===== src/rtl/dmem_word_reader.sv =====
// Read-back engine for the byte-wide data memory: walks a word-aligned range,
// reads four bytes per word and streams little-endian words on a valid/ready port.
module dmem_word_reader #(
  parameter int ADDR_W = 8,
  parameter int CNT_W  = 8
) (
  input  logic              clk,
  input  logic              reset,
  input  logic              start,
  input  logic [ADDR_W-1:0] start_addr,
  input  logic [CNT_W-1:0]  num_words,
  output logic              mem_rd_en,
  output logic [ADDR_W-1:0] mem_addr,
  input  logic [7:0]        mem_rdata,
  output logic              word_valid,
  input  logic              word_ready,
  output logic [31:0]       word_data,
  output logic [ADDR_W-1:0] word_addr,
  output logic              busy,
  output logic              done
);

  typedef enum logic [2:0] {
    IDLE  = 3'd0,
    ISSUE = 3'd1,
    DRAIN = 3'd2,
    OUT   = 3'd3,
    FIN   = 3'd4
  } state_t;

  state_t            state_r;
  logic [ADDR_W-1:0] base_r;
  logic [CNT_W-1:0]  remaining_r;
  logic [1:0]        issue_idx_r;
  logic              pend_v_r;
  logic [1:0]        pend_idx_r;
  logic [ADDR_W-1:0] aligned_s;
  logic [ADDR_W-1:0] next_base_s;

  assign aligned_s   = start_addr & {{(ADDR_W-2){1'b1}}, 2'b00};
  assign next_base_s = base_r + ADDR_W'(4);

  // Sequencer, byte-capture pipeline and all registered outputs.
  always_ff @(posedge clk or posedge reset) begin
    if (reset) begin
      state_r     <= IDLE;
      base_r      <= '0;
      remaining_r <= '0;
      issue_idx_r <= 2'd0;
      pend_v_r    <= 1'b0;
      pend_idx_r  <= 2'd0;
      mem_rd_en   <= 1'b0;
      mem_addr    <= '0;
      word_valid  <= 1'b0;
      word_data   <= 32'd0;
      word_addr   <= '0;
      busy        <= 1'b0;
      done        <= 1'b0;
    end else begin
      // A byte requested in one cycle is on mem_rdata during the next one.
      pend_v_r   <= mem_rd_en;
      pend_idx_r <= issue_idx_r;
      if (pend_v_r) begin
        case (pend_idx_r)
          2'd0:    word_data[7:0]   <= mem_rdata;
          2'd1:    word_data[15:8]  <= mem_rdata;
          2'd2:    word_data[23:16] <= mem_rdata;
          default: word_data[31:24] <= mem_rdata;
        endcase
      end
      done <= 1'b0;

      case (state_r)
        IDLE: begin
          if (start) begin
            base_r      <= aligned_s;
            remaining_r <= num_words;
            busy        <= 1'b1;
            if (num_words == CNT_W'(0)) begin
              state_r <= FIN;
            end else begin
              state_r     <= ISSUE;
              mem_rd_en   <= 1'b1;
              mem_addr    <= aligned_s;
              issue_idx_r <= 2'd0;
            end
          end
        end
        ISSUE: begin
          if (issue_idx_r == 2'd3) begin
            state_r   <= DRAIN;
            mem_rd_en <= 1'b0;
          end else begin
            issue_idx_r <= issue_idx_r + 2'd1;
            mem_addr    <= mem_addr + ADDR_W'(1);
          end
        end
        DRAIN: begin
          state_r    <= OUT;
          word_valid <= 1'b1;
          word_addr  <= base_r;
        end
        OUT: begin
          if (word_ready) begin
            word_valid  <= 1'b0;
            remaining_r <= remaining_r - CNT_W'(1);
            base_r      <= next_base_s;
            if (remaining_r == CNT_W'(1)) begin
              state_r <= FIN;
            end else begin
              state_r     <= ISSUE;
              mem_rd_en   <= 1'b1;
              mem_addr    <= next_base_s;
              issue_idx_r <= 2'd0;
            end
          end
        end
        FIN: begin
          done    <= 1'b1;
          busy    <= 1'b0;
          state_r <= IDLE;
        end
        default: begin
          state_r    <= IDLE;
          mem_rd_en  <= 1'b0;
          word_valid <= 1'b0;
          busy       <= 1'b0;
        end
      endcase
    end
  end

endmodule


===== config.mk =====
export PLATFORM = sky130hd
export DESIGN_NAME = dmem_word_reader
export DESIGN_NICKNAME = d
export VERILOG_FILES = /design/src/rtl/dmem_word_reader.sv
export SDC_FILE = /design/constraint.sdc
export NUM_CORES = 1
export LEC_CHECK = 0
export BUFFER_PORTS_ARGS = -buffer_cell sky130_fd_sc_hd__buf_2
export CORE_MARGIN = 2
export CORE_UTILIZATION = 58
export DETAILED_ROUTE_END_ITERATION = 6
export PLACE_DENSITY = 0.82
export SYNTH_ARGS = -nofsm -noshare
export SYNTH_HDL_FRONTEND = slang
export SYNTH_SLANG_ARGS = --single-unit

===== constraint.sdc =====
create_clock -name clk -period 6.6 [get_ports clk]
set_input_delay 0.99 -clock clk [delete_from_list [all_inputs] [get_ports clk]]
set_output_delay 0.99 -clock clk [all_outputs]
set_load 0.02 [all_outputs]

==> impl_metrics.env <==
export IMPL_maxSlewViolCount=0
export IMPL_grt_max_degree=73
export IMPL_start_kind="register"
export IMPL_routed_wl_um=7300
export IMPL_start_util_pct=59.6
export IMPL_antennaDiodeCount=0
export IMPL_power_leakage_nw=1.83
export IMPL_netlist_instances=316
export IMPL_slew_headroom_pct=40.2
export IMPL_drcViolationCount=0
export IMPL_ir_drop_mv=0.271
export IMPL_wl_met1_um=3210
export IMPL_dp_hpwl_um=5120
export IMPL_clock_latency_ns=0.35
export IMPL_crit_required_ns=6.82
export IMPL_syn_cell_area_sq_um=3490
export IMPL_postCtsSetupRepairBufs=0
export IMPL_areaGrowthSynthToFinish_pct=15.9
export IMPL_antenna_found_initial=0
export IMPL_cts_clk_slew_worst_paths_ns=0.08
export IMPL_max_stage_delay_ns=1.00
export IMPL_status="completed"
export IMPL_io_buffers=75
export IMPL_top_layer="met4"
export IMPL_core_area_sq_um=5850
export IMPL_grtUsageTotal_pct=23.4
export IMPL_synth_most_common_cell="dfrtp_1"
export IMPL_cts_hold_buf=0
export IMPL_ff_latch_area_sq_um=1800
export IMPL_wl_met3_um=499
export IMPL_synth_cell_types=55
export IMPL_cp_max_fo=22
export IMPL_cts_tree="done"
export IMPL_num_rows=28
export IMPL_fillers=428
export IMPL_cts_buffer_depth=2
export IMPL_synth_edff_count=0
export IMPL_path_delay_family="compound AO/OA/AOI/OAI gates"
export IMPL_avgViaCountPerCell=5.75
export IMPL_grt_pass1_wl_um=11700
export IMPL_die_area_sq_um=6650
export IMPL_grt_pass1_vias=2412
export IMPL_grt_overflow=0
export IMPL_fin_setup_tns_ns=0
export IMPL_pwr_density_cell_nw_per_um2=544
export IMPL_fin_crit_ns=3.05
export IMPL_die_h_um=81.6
export IMPL_initialDrtViolationCount=188
export IMPL_setup_viol=0
export IMPL_cp_cell_sequence="nand3b_1 > o2111ai_2 > or2_1 > o211ai_1"
export IMPL_critPathArrivalTime_ns=3.27
export IMPL_endpoint_kind="register"
export IMPL_startpoint="state_r[1]"
export IMPL_dpl_instance_area_sq_um=3850
export IMPL_max_freq_ghz=0.328
export IMPL_vias=2687
export IMPL_critical_path_buf_inv_count=0
export IMPL_nets=420
export IMPL_reg2reg_from="state_r[1]"
export IMPL_ys_async_sr_fraction_pct=100
export IMPL_synth_area_per_cell_sq_um=11.0
export IMPL_wl_met2_um=3450
export IMPL_ys_top_cells_by_area="dfrtp_1, mux2_2, a21oi_1"
export IMPL_fp_dieW_um=81.6
export IMPL_synthFlopType="dfrtp_1"
export IMPL_finalPower_w=0.00220
export IMPL_tightestPinTransition_ns=0.897
export IMPL_cts_root_buffer="clkbuf_8"
export IMPL_cts_resized=0
export IMPL_synth_common_cells="dfrtp_1, mux2_2, nand2_1"
export IMPL_cap_violations=0
export IMPL_min_from="issue_idx_r[1]"
export IMPL_routedWlPerCell_um=15.6
export IMPL_ant_nets=0
export IMPL_yosysWarnings=0
export IMPL_timing_worst_setup_path_type="reg -> reg"
export IMPL_timing_final_crit_share_pct=46.2
export IMPL_yosysSeqAreaShare_pct=51.6
export IMPL_clock_skew_ns=0.00451
export IMPL_cts_htree_levels=3
export IMPL_drive_above_1_share_pct=36.0
export IMPL_ioPinCount=80
export IMPL_hold_viol_final=0
export IMPL_place_congestion=0.825
export IMPL_synth_top_area_share_pct=51.6
export IMPL_cts_sinks=72
export IMPL_slowest_stage="o2111ai_2"
export IMPL_cts_made_buffers=9
export IMPL_ys_ff_latch=72
export IMPL_rsz0062_at_grt="false"
export IMPL_hold_class="reg -> reg"
export IMPL_fin_area_sq_um=4040
export IMPL_synth_largest_area_cell="dfrtp_1"
export IMPL_multiInputGateArea_sq_um=1530
export IMPL_first_pass_iters=4
[cells in the final DEF, fill, tap and decap left out, drive strengths merged, types with 3 or more instances in the layout]
cell type | synthesis | routed
and3 | 3 | 3
o211ai | 4 | 4
a31oi | 4 | 4
a21oi | 22 | 22
nand2 | 26 | 26
clkbuf | 1 | 11
clkinv | 1 | 4
nand3 | 9 | 9
mux2 | 38 | 38
nor2 | 21 | 21
buf | 16 | 76
nor3 | 9 | 9
nand3b | 3 | 3
o22a | 3 | 3
inv | 9 | 9
ha | 5 | 5
o21ai | 24 | 24
nor3b | 4 | 4
xor2 | 5 | 5
dfrtp | 72 | 72
[worst register-to-register path: cells and delay by family (launching register included)]
kind,cells,cell delay [ns]
compound gates,2,1.11
flops,1,0.76
simple gates,2,1.04
[metrics by stage]
step / setup slack (ns) / utilization, % / hold slack (ns) / instances
6_report: 3.55 / 69.1 / 0.413 / 467
5_1_grt: 3.27 / 69.1 / 0.436 / 467
4_1_cts: 3.57 / 69.1 / 0.417 / 467
3_5_place_dp: 3.56 / 65.7 / 0.401 / 451
3_3_place_gp: 3.61 / 65.7 / 0.391 / 451
2_1_floorplan: 3.79 / - / 0.377 / 317
[final cells by class]
cell class	count	area share [%]
clock inverters	5	1.39
inverters	10	0.928
clock buffers	11	3.50
flip-flops and latches	72	44.6
repair buffers	76	9.47
well taps	75	2.32
multi-input cells	218	37.8
[path summary, 6_finish.rpt]
kind	endpoint	slack [ns]	depth (start not counted)
min in group asynchronous	word_data[11]	0.90	3
setup reg to reg	state_r[0]	3.55	4
hold / removal	pend_idx_r[1]	0.41	0
hold reg to reg	pend_idx_r[1]	0.41	0
max in group asynchronous	word_data[12]	5.13	3
setup / recovery	state_r[0]	3.55	4
[layer usage]
layer	vias up	track usage (%)
li1	1280	-
met3	13	5.38
met5	-	0
met4	0	8.47
met1	1284	31.0
met2	110	37.6
[flip-flops by register name (all words and copies together), names as in the netlist, 2 cells and up]
signal / flops
remaining_r: 8
pend_idx_r: 2
mem_addr: 8
word_addr: 6
base_r: 6
issue_idx_r: 2
word_data: 32
state_r: 3
[where the power goes]
group | switching (W) | leakage (nW) | internal, W
Clock | 0.000166 | 0.0993 | 0.000184
Combinational | 0.000592 | 0.883 | 0.000424
Sequential | 0.000180 | 0.850 | 0.000653
[kinds of logic (layout without fill, tap and decap cells)]
logic type | Yosys count | in the layout | share of synthesized area, %
flops | 72 | 72 | 51.6
buf+inv | 27 | 102 | 4.59
other cells | 1 | 2 | 0.108
fa+ha+maj | 5 | 5 | 1.79
mux | 39 | 39 | 12.6
simple gates | 89 | 89 | 13.0
compound gates | 76 | 76 | 14.5
xor+xnor | 7 | 7 | 1.76
Power figures use the tool's default switching activity.
